`config.mk`:
```
export PLATFORM = sky130hd
export DESIGN_NAME = syzygy_adc_frame_align
export DESIGN_NICKNAME = d
export VERILOG_FILES = /design/src/rtl/syzygy_adc_pkg.sv /design/src/rtl/syzygy_adc_frame_align_ch.sv /design/src/rtl/syzygy_adc_frame_align.sv
export SDC_FILE = /design/constraint.sdc
export NUM_CORES = 1
export LEC_CHECK = 0
export CAP_MARGIN = 20
export CORE_MARGIN = 8
export CORE_UTILIZATION = 40
export DETAILED_ROUTE_END_ITERATION = 8
export GPL_TIMING_DRIVEN = 0
export HOLD_SLACK_MARGIN = 0.15
export PLACE_DENSITY_LB_ADDON = 0.25
export SLEW_MARGIN = 20
export SYNTH_ARGS = -nofsm -noshare
export SYNTH_HDL_FRONTEND = slang
export SYNTH_SLANG_ARGS = --single-unit
```
`constraint.sdc`:
```
create_clock -name clk -period 2.5 [get_ports clk]
set_clock_uncertainty 0.05 [all_clocks]
set_input_delay 0.5 -clock clk [delete_from_list [all_inputs] [get_ports clk]]
set_output_delay 0.5 -clock clk [all_outputs]
set_load 0.01 [all_outputs]
```
`src/rtl/syzygy_adc_pkg.sv`:
```
// Shared types and default parameters for the SYZYGY ADC frame-alignment controller.
package syzygy_adc_pkg;

    typedef enum logic [2:0] {
        IDLE,
        SETTLE,
        CHECK,
        SLIP,
        LOCKED,
        FAIL
    } ch_state_e;

    localparam int unsigned DEF_NUM_CH        = 4;
    localparam int unsigned DEF_WORD_W        = 8;
    localparam logic [7:0]  DEF_PATTERN       = 8'hF0;
    localparam int unsigned DEF_SETTLE_CYCLES = 4;
    localparam int unsigned DEF_MATCH_COUNT   = 16;
    localparam int unsigned DEF_MAX_SLIPS     = 8;

endpackage

```
`src/rtl/syzygy_adc_frame_align_ch.sv`:
```
// One channel of frame alignment: settle, compare against the training word, bitslip until
// aligned or the slip budget is exhausted.
module syzygy_adc_frame_align_ch
    import syzygy_adc_pkg::*;
#(
    parameter int unsigned       WORD_W        = DEF_WORD_W,
    parameter logic [WORD_W-1:0] PATTERN       = WORD_W'(DEF_PATTERN),
    parameter int unsigned       SETTLE_CYCLES = DEF_SETTLE_CYCLES,
    parameter int unsigned       MATCH_COUNT   = DEF_MATCH_COUNT,
    parameter int unsigned       MAX_SLIPS     = DEF_MAX_SLIPS
) (
    input  logic                             clk,
    input  logic                             reset,
    input  logic                             start,
    input  logic [WORD_W-1:0]                data,
    output logic                             bitslip,
    output logic                             locked,
    output logic                             error,
    output logic                             active,
`ifdef SYZYGY_ADC_FRAME_ALIGN_SLIP_COUNT_EN
    output logic [$clog2(MAX_SLIPS+1)-1:0]   slip_count,
`endif
    output logic                             finish_c
);

    localparam int unsigned SETTLE_W = $clog2(SETTLE_CYCLES + 1);
    localparam int unsigned MATCH_W  = $clog2(MATCH_COUNT + 1);
    localparam int unsigned SLIP_W   = $clog2(MAX_SLIPS + 1);

    ch_state_e           state;
    logic [SETTLE_W-1:0] settle_cnt;
    logic [MATCH_W-1:0]  match_cnt;
    logic [SLIP_W-1:0]   slip_cnt;
    logic                match_c;
    logic                last_match_c;
    logic                slips_spent_c;

    assign match_c       = (data == PATTERN);
    assign last_match_c  = (match_cnt == MATCH_W'(MATCH_COUNT - 1));
    assign slips_spent_c = (slip_cnt == SLIP_W'(MAX_SLIPS));

    // Channel leaves training on this edge; lets the top register busy/done without lag.
    assign finish_c = (state == CHECK) && (match_c ? last_match_c : slips_spent_c);

`ifdef SYZYGY_ADC_FRAME_ALIGN_SLIP_COUNT_EN
    assign slip_count = slip_cnt;
`endif

    always_ff @(posedge clk) begin
        if (reset) begin
            state      <= IDLE;
            settle_cnt <= '0;
            match_cnt  <= '0;
            slip_cnt   <= '0;
            bitslip    <= 1'b0;
            locked     <= 1'b0;
            error      <= 1'b0;
            active     <= 1'b0;
        end else begin
            bitslip <= 1'b0;
            case (state)
                IDLE, LOCKED, FAIL: begin
                    if (start) begin
                        state      <= SETTLE;
                        settle_cnt <= '0;
                        match_cnt  <= '0;
                        slip_cnt   <= '0;
                        locked     <= 1'b0;
                        error      <= 1'b0;
                        active     <= 1'b1;
                    end
                end
                SETTLE: begin
                    if (settle_cnt == SETTLE_W'(SETTLE_CYCLES - 1)) begin
                        state      <= CHECK;
                        settle_cnt <= '0;
                    end else begin
                        settle_cnt <= settle_cnt + SETTLE_W'(1);
                    end
                end
                CHECK: begin
                    if (match_c) begin
                        if (last_match_c) begin
                            state     <= LOCKED;
                            match_cnt <= MATCH_W'(MATCH_COUNT);
                            locked    <= 1'b1;
                            active    <= 1'b0;
                        end else begin
                            match_cnt <= match_cnt + MATCH_W'(1);
                        end
                    end else begin
                        match_cnt <= '0;
                        if (slips_spent_c) begin
                            state  <= FAIL;
                            error  <= 1'b1;
                            active <= 1'b0;
                        end else begin
                            state   <= SLIP;
                            bitslip <= 1'b1;
                        end
                    end
                end
                SLIP: begin
                    state      <= SETTLE;
                    settle_cnt <= '0;
                    slip_cnt   <= slip_cnt + SLIP_W'(1);
                end
                default: begin
                    state <= IDLE;
                end
            endcase
        end
    end

endmodule

```
`src/rtl/syzygy_adc_frame_align.sv`:
```
// Multi-channel SYZYGY ADC frame-alignment controller: start gating and busy/done aggregation.
// Define SYZYGY_ADC_FRAME_ALIGN_SLIP_COUNT_EN to expose per-channel slip counters.
module syzygy_adc_frame_align
    import syzygy_adc_pkg::*;
#(
    parameter int unsigned       NUM_CH        = DEF_NUM_CH,
    parameter int unsigned       WORD_W        = DEF_WORD_W,
    parameter logic [WORD_W-1:0] PATTERN       = WORD_W'(DEF_PATTERN),
    parameter int unsigned       SETTLE_CYCLES = DEF_SETTLE_CYCLES,
    parameter int unsigned       MATCH_COUNT   = DEF_MATCH_COUNT,
    parameter int unsigned       MAX_SLIPS     = DEF_MAX_SLIPS
) (
    input  logic                                     clk,
    input  logic                                     reset,
    input  logic                                     start,
    input  logic [NUM_CH*WORD_W-1:0]                 data_in,
    output logic [NUM_CH-1:0]                        bitslip,
    output logic [NUM_CH-1:0]                        locked,
    output logic [NUM_CH-1:0]                        error,
`ifdef SYZYGY_ADC_FRAME_ALIGN_SLIP_COUNT_EN
    output logic [NUM_CH*$clog2(MAX_SLIPS+1)-1:0]    slip_count,
`endif
    output logic                                     busy,
    output logic                                     done
);

`ifdef SYZYGY_ADC_FRAME_ALIGN_SLIP_COUNT_EN
    localparam int unsigned SLIP_W = $clog2(MAX_SLIPS + 1);
`endif

    logic              go_c;
    logic              busy_nxt_c;
    logic [NUM_CH-1:0] ch_active;
    logic [NUM_CH-1:0] ch_finish_c;

    // A start arriving while any channel trains is dropped so no channel restarts mid-run.
    assign go_c = start & ~busy;

    for (genvar i = 0; i < NUM_CH; i++) begin : g_ch
        syzygy_adc_frame_align_ch #(
            .WORD_W        (WORD_W),
            .PATTERN       (PATTERN),
            .SETTLE_CYCLES (SETTLE_CYCLES),
            .MATCH_COUNT   (MATCH_COUNT),
            .MAX_SLIPS     (MAX_SLIPS)
        ) u_ch (
            .clk        (clk),
            .reset      (reset),
            .start      (go_c),
            .data       (data_in[i*WORD_W +: WORD_W]),
            .bitslip    (bitslip[i]),
            .locked     (locked[i]),
            .error      (error[i]),
            .active     (ch_active[i]),
`ifdef SYZYGY_ADC_FRAME_ALIGN_SLIP_COUNT_EN
            .slip_count (slip_count[i*SLIP_W +: SLIP_W]),
`endif
            .finish_c   (ch_finish_c[i])
        );
    end

    assign busy_nxt_c = go_c | (|(ch_active & ~ch_finish_c));

    // busy tracks the channels' next state so done lines up with the last lock/error edge.
    always_ff @(posedge clk) begin
        if (reset) begin
            busy <= 1'b0;
            done <= 1'b0;
        end else begin
            busy <= busy_nxt_c;
            done <= busy & ~busy_nxt_c;
        end
    end

endmodule
```
==> summary.txt, run 1 <==
Worst setup path
  • CP Class: input pin to register
  • Crit path max-delay cell type: or4_4
  • Worst R2R Setup Slack: 0.28 ns
  • CP arrival: ~2.6 ns
  • Crit end category: register
  • CP delay by family, top: simple AND/OR/NAND/NOR gates
  • CP peak stage delay: between 0.5 and 0.6 ns
  • Critical path peak fanout: 5
  • Startpoint Class: input pin
  • R2r endpoint: done
  • Worst R2R Start: g_ch[0].u_ch.match_cnt[0]
  • CP required: ~2.7 ns
  • WP buf/inv: 1
  • R2R depth: 8
  • CP Cell Sequence: clkdlybuf4s50_1, or4_4, or2_0, or3_4, or3_1, a21oi_1

Worst hold path
  • HP Class: register to register
  • WHS Path Cells: 2
  • Min-Delay Endpoint: g_ch[1].u_ch.settle_cnt[2]
  • Hold wc startpoint: g_ch[1].u_ch.settle_cnt[2]

Final layout
  • Number of diodes: 0
  • Layout fillers: between 900 and 1000
  • Area grow syn2layout: 23.3%
  • Nets: 590
  • Share of cells above drive strength 1: 8.53%

Floorplan
  • Initial cell density of the core: 40.5%
  • Die H: ~110 µm
  • Row cnt: 36
  • Boundary pin count: between 40 and 50
  • Total die area: 13200 µm²
  • Core Footprint: 9640 µm²
  • Horiz. Die Dim: approximately 110 µm

STA
  • Final Hold Vio Count: 0
  • Rel. slew slack: a little over half
  • Setup TNS: 0 ns
  • Hold slack: around 0.4 ns
  • Tcrit/Tclk final: 94.8%
  • Max Fclk: approximately 0.42 GHz
  • Min Tclk post-route: 2.37 ns
  • Slew @ Worst Pin: between 0.6 and 0.7 ns
  • Unrepaired setup endpoints after global routing: false
  • Setup slack after layout: roughly 0.13 ns
  • Final Max Tran Viols: 0
  • Final setup fails: 0

Synthesis
  • Async S/R FF share, synth: 0%
  • Yosys warnings: 0
  • Post-synthesis sequential area ratio: between 40 and 50%
  • Syn_nets: 531
  • Mapped Area: 3900 µm²
  • Mean Syn Cell Area: 8.20 µm²
  • Cell variety after synth: 51
  • Main synth FF type: dfxtp_1
  • Number of flops mapped to enable cells by yosys: 0
  • Synth Instances: 476
  • Synthesized flop and latch total: 78

Clocking
  • CTS sink cnt: 78
  • CTS Buffer Depth: 2
  • H-tree depth: 3
  • Total clock buffers created by CTS: 9
  • CTS tree: built
  • Clk slew on worst S/H paths: 0.08 ns
  • CTS root buffer: clkbuf_8
  • Worst skew pair latency: 0.35 ns
  • Postcts setup bufs: 0

Route
  • Final ANT Viol Nets: 0
  • Wirelength per Cell: 13.8 µm
  • Post-route DRC: 0
  • 1st-pass router iterations: 4
  • Final WL: 9260 µm
  • Number of DRC markers in iteration 0: roughly 130
  • Via count: 3544
  • Vias per cell: approximately 5.3

Global route
  • Vias in the first global route: 3413
  • Largest net degree at the start of global routing: 14
  • Initial antenna violation count: 0
  • First-pass GRT wire length: 15700 µm
  • GRT overflow: 0
  • Tot GR Track Use: 14.6%

Run status
  • Run status: completed

Place
  • Dpl hpwl: between 6000 and 7000 µm
  • Place WS: -0.591 ns
  • Port Buffer Count: 48
  • Final GP Congestion: 0.816

Flow run
  • Max_cap viols: 0

Power
  • Leakage: about 1.8 nW
  • Cell area power density: 666 nW/µm²
  • Total power: 3.20 mW
  • VDD IR max: approximately 0.00034 V
[cell type report]
| cell class | count | area [µm²] | share of cell area, % |
|---|---|---|---|
| Timing Repair Buffer | 48 | 480 | 9.98 |
| Multi-Input combinational cell | 354 | 2160 | 44.9 |
| Buffer | 27 | 146 | 3.04 |
| Clock buffer | 9 | 124 | 2.57 |
| Tap cell | 133 | 166 | 3.46 |
| Sequential cell | 78 | 1560 | 32.4 |
| Inverter | 17 | 63.8 | 1.33 |
| Clock inverter | 6 | 111 | 2.31 |
[logic make-up after synthesis]
group,count (synthesis),synth area share [%]
flip-flops,78,40.0
AND/OR/NAND/NOR,218,28.9
AO/OA/AOI/OAI,100,15.4
multiplexers,11,2.85
buffers and inverters,44,5.39
XOR/XNOR,5,1.12
adder cells (fa/ha/maj),20,6.41
[timing repair]
item                       CTS  global route
gates resized for setup      1             6
hold buffers                 0             0
setup endpoints to repair    8             7
[sequential cells by signal, indices dropped and copies added, names as in the netlist]
| register | cells |
|---|---|
| g_ch.u_ch.slip_cnt | 16 |
| done | 1 |
| g_ch.u_ch.active | 4 |
| g_ch.u_ch.settle_cnt | 12 |
| busy | 1 |
| g_ch.u_ch.state | 12 |
| g_ch.u_ch.match_cnt | 20 |
| g_ch.u_ch.locked | 4 |
| g_ch.u_ch.error | 4 |
| g_ch.u_ch.bitslip | 4 |
[metrics by stage]
stage | cell area [µm²] | cells | util [%]
floorplan | 3900 | 476 | -
global route | 4810 | 672 | 49.9
CTS | 4790 | 672 | 49.7
finish | 4810 | 672 | 49.9
detailed placement | 4550 | 657 | 47.2
global placement | 4550 | 657 | 47.2
[routing by layer]
layer  track usage (%)  up-vias  wire length (µm)
li1                  -     1807                 -
met1              17.3     1648              4320
met2              25.3       75              4330
met3              4.31       14               501
met4              3.94        0               110
met5                 0        -                 0
[how the worst max path moves through the flow]
stage,startpoint,end,slack (ns),cells after the start
floorplan,data_in[17],busy,0.25,6
global placement,start,g_ch[2].u_ch.match_cnt[2],-0.60,7
detailed placement,start,g_ch[2].u_ch.match_cnt[2],-0.59,7
CTS,data_in[17],busy,0.03,7
global route,data_in[17],done,0.04,7
finish,data_in[1],g_ch[0].u_ch.match_cnt[3],0.13,6
[placed cells by master, fill, tap and decap left out, types with 6 or more instances in the layout]
cell / netlist / final
mux2i_1: 10 / 10
a21oi_1: 54 / 54
clkdlybuf4s50_1: 0 / 48
nor2_1: 76 / 75
inv_1: 17 / 17
nor3_1: 29 / 27
nand2_1: 28 / 28
nor2b_1: 8 / 7
a2111oi_0: 6 / 6
clkbuf_1: 14 / 14
clkbuf_8: 0 / 9
nor4_1: 8 / 8
nand4_1: 10 / 10
ha_1: 20 / 20
o21ai_0: 11 / 11
nand2b_1: 13 / 13
dfxtp_1: 78 / 78
buf_4: 12 / 12
a22oi_1: 8 / 7
[cell usage after synthesis (6+ instances only)]
cell | n | area [µm²]
dfxtp_1 | 78 | 1560
nor2_1 | 76 | 285
a21oi_1 | 54 | 270
nor3_1 | 29 | 145
nand2_1 | 28 | 105
ha_1 | 20 | 250
inv_1 | 17 | 63.8
clkbuf_1 | 14 | 52.6
nand2b_1 | 13 | 81.3
buf_4 | 12 | 90.1
o21ai_0 | 11 | 55.1
mux2i_1 | 10 | 100
nand4_1 | 10 | 62.6
a22oi_1 | 8 | 60.1
nor2b_1 | 8 | 50.1
nor4_1 | 8 | 50.1
a2111oi_0 | 6 | 52.6
[worst register-to-register path: stages, from the launching register on]
cell	delay (ns)
dfxtp_1	0.35
ha_1	0.23
and3_1	0.19
ha_1	0.21
nor4_2	0.48
nor3_2	0.15
a21bo_2	0.24
nand4_1	0.13
nor3b_1	0.06
[report_power, final]
part / leakage, nW / total (mW) / switching (mW) / internal [mW]
Sequential: 0.632 / 1.39 / 0.0721 / 1.32
Combinational: 1.03 / 0.694 / 0.416 / 0.278
Clock: 0.115 / 1.12 / 0.464 / 0.658
No activity file was read; power rests on OpenSTA's default activity.
==> inputs of run 2 (changes only) <==
Settings changed: ABC_CLOCK_PERIOD_IN_PS from default to 2500, PLACE_DENSITY_LB_ADDON 0.25 to default.
==> run 2 against run 1 <==
  * Clock power is 14% lower
  * Core utilization is 0.31 points lower
  * Maximum frequency is 0.41% lower
  * Wire length is 0.80% higher
  * Global-route usage is 0.26 points higher
  * Sequential cell count stayed put
==> summary.txt, run 2 (same netlist as run 1, synthesis figures left out) <==
Final layout
  • Layout fillers: around 1000
  • Post-route cell area: 4780 µm²
  • Largest registers: g_ch.u_ch.match_cnt x20, g_ch.u_ch.slip_cnt x16
  • Most flop-heavy register: g_ch.u_ch.match_cnt
  • Area grow syn2layout: 22.5%
  • Share of cells above drive strength 1: 8.52%
  • Cell Count, Final, Fillers Out: ~670
  • Number of diodes: 0
  • Nets: 590
  • Max reg flops: 20
  • Most common cell after layout, fill and taps aside: dfxtp_1
  • Most frequent cells in the layout: dfxtp_1, nor2_1, a21oi_1

Route
  • Post-route DRC: 0
  • Final ANT Viol Nets: 0
  • Via count: 3545
  • 1st-pass router iterations: 5
  • Final WL: 9340 µm
  • Number of DRC markers in iteration 0: 155
  • Vias per cell: around 5.3
  • Wirelength per Cell: approximately 14 µm

Worst setup path
  • Crit end category: register
  • CP Cell Sequence: clkdlybuf4s50_1, or4_1, or4_4, o311ai_2, o21ai_2, nand4_1, nor2b_1
  • CP Class: input pin to register
  • Startpoint Class: input pin
  • Crit path max-delay cell type: or4_1
  • Critical path peak fanout: 5
  • CP peak stage delay: 0.60 ns
  • Worst R2R Setup Slack: 0.25 ns
  • CP required: 2.74 ns
  • CP arrival: 2.62 ns
  • WP buf/inv: 1
  • CP delay by family, top: simple AND/OR/NAND/NOR gates

Floorplan
  • Row cnt: 36
  • Boundary pin count: about 50
  • Die H: 115 µm
  • Horiz. Die Dim: 115 µm
  • Core Footprint: around 9600 µm²
  • Total die area: 13200 µm²
  • Initial cell density of the core: between 40 and 50%

STA
  • Slew @ Worst Pin: 0.705 ns
  • Setup TNS: 0 ns
  • Setup slack after layout: 0.120 ns
  • Final Hold Vio Count: 0
  • Tcrit/Tclk final: 95.2%
  • Final Max Tran Viols: 0
  • Min Tclk post-route: between 2 and 2.5 ns
  • Max Fclk: 0.420 GHz
  • Unrepaired setup endpoints after global routing: false
  • Hold slack: 0.413 ns
  • Final setup fails: 0
  • Rel. slew slack: 53.0%

Worst hold path
  • HP Class: register to register

Global route
  • Largest net degree at the start of global routing: 14
  • Met3 usage: 4.31%
  • Vias in the first global route: 3374
  • Met1 usage: 18.6%
  • Initial antenna violation count: 0
  • GRT overflow: 0
  • First-pass GRT wire length: 16000 µm
  • Grt peak-use layer: met2
  • Tot GR Track Use: between 10% and 20%
  • GR Util met2: 24.5%

Power
  • Logic pwr share: a little under a quarter
  • Cell area power density: 638 nW/µm²
  • P_sw: 0.968 mW
  • Switching Fraction: 31.7%
  • Sequential share of power: 45.4%
  • VDD IR max: ~0.00028 V
  • Internal Pwr Total: ~2.1 mW
  • Leakage: 1.76 nW
  • Clk network pwr share: 31.6%

Place
  • Cell Area, Placed: 4550 µm²
  • Placed cell count: 657
  • Final GP Congestion: 0.822
  • Place WS: -0.620 ns
  • Port Buffer Count: 48
  • Dpl hpwl: ~6800 µm

Clocking
  • Total clock buffers created by CTS: 9
  • H-tree depth: 3
  • CTS Buffer Depth: 2
  • Worst skew pair latency: between 0.3 and 0.4 ns
  • Clk slew on worst S/H paths: 0.08 ns
  • CTS root buffer: clkbuf_8
  • CTS sink cnt: ~80
  • CTS tree: built
  • Hold Buf Count CTS: 0

Flow run
  • Max_cap viols: 0

Run status
  • Run status: completed
run 2: changes by cell type in the layout (fill, tap and decap cells not counted), sizes merged:
cell	previous run	this run
clkinvlp	1	2
bufinv	3	1
clkbuf	23	25
run 2: tightest hold or removal path, cell delays in order, from the launching register on:
cell and delay, ns:
dfxtp_1 0.30, inv_1 0.07, nor3_1 0.05
run 2: cell type report:
cell class / count / area [µm²] / area share, %
Buffer: 27 / 146 / 3.06
Clock buffer: 11 / 141 / 2.96
Clock inverter: 5 / 58.8 / 1.23
Inverter: 17 / 63.8 / 1.33
Multi-Input combinational cell: 354 / 2160 / 45.2
Sequential cell: 78 / 1560 / 32.7
Tap cell: 133 / 166 / 3.48
Timing Repair Buffer: 48 / 480 / 10.0
run 2: power groups by stage:
stage	combinational [mW]	sequential, mW	clock, mW
after floorplan	0.489	1.40	0
after global placement	0.673	1.41	0
after detailed placement	0.688	1.41	0
after CTS	0.694	1.38	0.983
after global routing	0.789	1.40	1.05
final	0.702	1.39	0.965
run 2: routing by layer:
metal	wire length, µm	up-vias
met3	368	11
met4	120	0
met5	0	-
li1	-	1809
met1	4620	1677
met2	4230	48
run 2: metrics by stage:
step / power [mW] / util, %
2_1_floorplan: 1.89 / -
3_3_place_gp: 2.08 / 47.2
3_5_place_dp: 2.10 / 47.2
4_1_cts: 3.06 / 49.3
5_1_grt: 3.24 / 49.6
6_report: 3.05 / 49.6
run 2: what timing repair did:
item                                    4_1_cts  5_1_grt
endpoints found under the hold margin         0        0
resized for setup                             2        6
buffers inserted                              0        0
endpoints found under the setup margin        7        7
run 2: worst paths after layout:
| check | from | cells past startpoint | end |
|---|---|---|---|
| max | data_in[9] | 7 | busy |
| min | g_ch[1].u_ch.settle_cnt[2] | 2 | g_ch[1].u_ch.settle_cnt[2] |
| max reg2reg | g_ch[1].u_ch.match_cnt[0] | 8 | busy |
| min reg2reg | g_ch[1].u_ch.settle_cnt[2] | 2 | g_ch[1].u_ch.settle_cnt[2] |
==> inputs of run 3 (changes only) <==
Settings changed: REMOVE_ABC_BUFFERS from default to 1.
==> run 3 against run 2 <==
  * Worst setup slack better by 0.017 ns
  * Critical path depth stayed put
  * Power is 1.3% lower
  * Critical path type unchanged
  * Non-clock buffer count is 26 lower
  * Count of clock-buffer cells in the layout is 1 lower
  * Die area stayed put
  * Largest cell class unchanged
  * Critical endpoint unchanged
  * Final area is 2.6% lower
==> summary.txt, run 3 (same netlist as run 1, synthesis figures left out) <==
Route
  • Via count: 3379
  • 1st-pass router iterations: 4
  • Post-route DRC: 0
  • Wirelength per Cell: 13.0 µm
  • Final WL: 8400 µm
  • Vias per cell: 5.22
  • Final ANT Viol Nets: 0
  • Number of DRC markers in iteration 0: 142

Worst setup path
  • Crit path max-delay cell type: or4_1
  • CP peak stage delay: ~0.6 ns
  • Critical path peak fanout: 5
  • CP Class: input pin to register
  • CP required: 2.73 ns
  • CP Cell Sequence: clkdlybuf4s50_1, or4_1, or4_4, o311ai_2, o21ai_2, nand4_1, nor2b_1
  • CP arrival: 2.60 ns
  • Startpoint Class: input pin
  • Crit end category: register

Floorplan
  • Core Footprint: a little under 10000 µm²
  • Die H: 115 µm
  • Boundary pin count: 49
  • Total die area: 13200 µm²
  • Row cnt: 36
  • Horiz. Die Dim: 115 µm
  • Initial cell density of the core: 40.5%

Power
  • VDD IR max: between 0.0002 and 0.0003 V
  • Internal Pwr Total: 2.07 mW
  • Switching Fraction: 31.2%
  • Cell area power density: 647 nW/µm²
  • Sequential share of power: 46.7%
  • Clk network pwr share: 31.5%
  • Leakage: 1.70 nW
  • Logic pwr share: 21.8%
  • Total power: roughly 3 mW
  • P_sw: 0.940 mW

Worst hold path
  • HP Class: register to register

Flow run
  • Max_cap viols: 0

Place
  • Cell Area, Placed: 4420 µm²
  • Final GP Congestion: 0.764
  • Port Buffer Count: 48
  • Dpl hpwl: 6070 µm

STA
  • Slew @ Worst Pin: 0.502 ns
  • Tcrit/Tclk final: 94.5%
  • Max Fclk: between 0.4 and 0.5 GHz
  • Final Hold Vio Count: 0
  • Min Tclk post-route: 2.36 ns
  • Final Max Tran Viols: 0
  • Rel. slew slack: 66.2%
  • Final setup fails: 0
  • Unrepaired setup endpoints after global routing: false

Final layout
  • Most frequent cells in the layout: dfxtp_1, nor2_1, a21oi_1
  • Post-route cell area: between 4000 and 5000 µm²
  • Max reg flops: 20
  • Share of cells above drive strength 1: roughly 7.6%
  • Number of diodes: 0
  • Most flop-heavy register: g_ch.u_ch.match_cnt
  • Nets: 564
  • Area grow syn2layout: 19.4%
  • Most common cell after layout, fill and taps aside: dfxtp_1
  • Largest registers: g_ch.u_ch.match_cnt x20, g_ch.u_ch.slip_cnt x16

Clocking
  • CTS root buffer: clkbuf_8
  • H-tree depth: 3
  • Postcts setup bufs: 0
  • Total clock buffers created by CTS: 9
  • Worst skew pair latency: 0.35 ns
  • Clk slew on worst S/H paths: ~0.08 ns
  • CTS sink cnt: 78
  • CTS tree: built
  • CTS Buffer Depth: 2

Global route
  • Vias in the first global route: 3224
  • Tot GR Track Use: a little over an eighth
  • Largest net degree at the start of global routing: 52
  • GRT overflow: 0
  • Initial antenna violation count: 0
  • First-pass GRT wire length: 14500 µm

Run status
  • Run status: completed
-- run 3: cell count changes in the layout (fill, tap and decap cells not counted), moves of 2 or more --
| cell | delta |
|---|---|
| dfxtp_1 | -2 |
| clkinv_2 | +2 |
| clkbuf_1 | -15 |
| dfxtp_2 | +2 |
| buf_4 | -11 |
-- run 3: worst paths after layout --
kind,startpoint,end,slack [ns],depth (start not counted)
worst min-delay path,g_ch[1].u_ch.settle_cnt[2],g_ch[1].u_ch.settle_cnt[2],0.40,2
worst min register to register,g_ch[1].u_ch.settle_cnt[2],g_ch[1].u_ch.settle_cnt[2],0.40,2
worst max register to register,g_ch[0].u_ch.state[1],busy,0.18,6
worst max-delay path,data_in[9],busy,0.14,7
-- run 3: power groups by stage --
stage               clock, mW  sequential (mW)  combinational (mW)
floorplan                   0             1.41               0.445
global placement            0             1.43               0.626
detailed placement          0             1.43               0.645
CTS                     0.987             1.40               0.651
global route             1.04             1.42               0.746
finish                  0.950             1.41               0.656
-- run 3: stage by stage --
stage | cells | setup TNS [ns] | hold WS (ns) | util [%] | setup WS [ns]
2_1_floorplan | 449 | 0 | 0.373 | - | 0.263
3_5_place_dp | 631 | -10.16 | 0.388 | 45.9 | -0.666
4_1_cts | 647 | 0 | 0.399 | 48.1 | 0.00122
6_report | 647 | 0 | 0.395 | 48.3 | 0.138
3_3_place_gp | 630 | -66.62 | 0.385 | 45.7 | -1.08
5_1_grt | 647 | 0 | 0.434 | 48.3 | 0.0309
-- run 3: worst max-delay path: cells and delay by family --
kind	cells	cell delay, ns
AND/OR/NAND/NOR	4	1.40
AO/OA/AOI/OAI	2	0.30
buffers and inverters	1	0.39
-- run 3: timing repair --
item,in CTS,in global routing
hold buffers,0,0
cloned,0,0
endpoints found under the setup margin,7,6
pin swaps,0,0
endpoints found under the hold margin,0,0
gates resized for setup,4,7
-- run 3: cell type report --
| class | count | area [µm²] |
|---|---|---|
| Multi-Input combinational cell | 354 | 2170 |
| Clock buffer | 10 | 138 |
| Fill cell | 974 | 4980 |
| Tap cell | 133 | 166 |
| Inverter | 17 | 63.8 |
| Sequential cell | 78 | 1560 |
| Clock inverter | 6 | 61.3 |
| Timing Repair Buffer | 49 | 498 |
-- run 3: metal layers --
layer	vias to the layer above	global-route usage, %	routed length (µm)
met3	8	2.99	298
met4	0	4.99	90
li1	1751	-	-
met5	-	0	0
met1	1582	15.7	3980
met2	38	22.9	4040
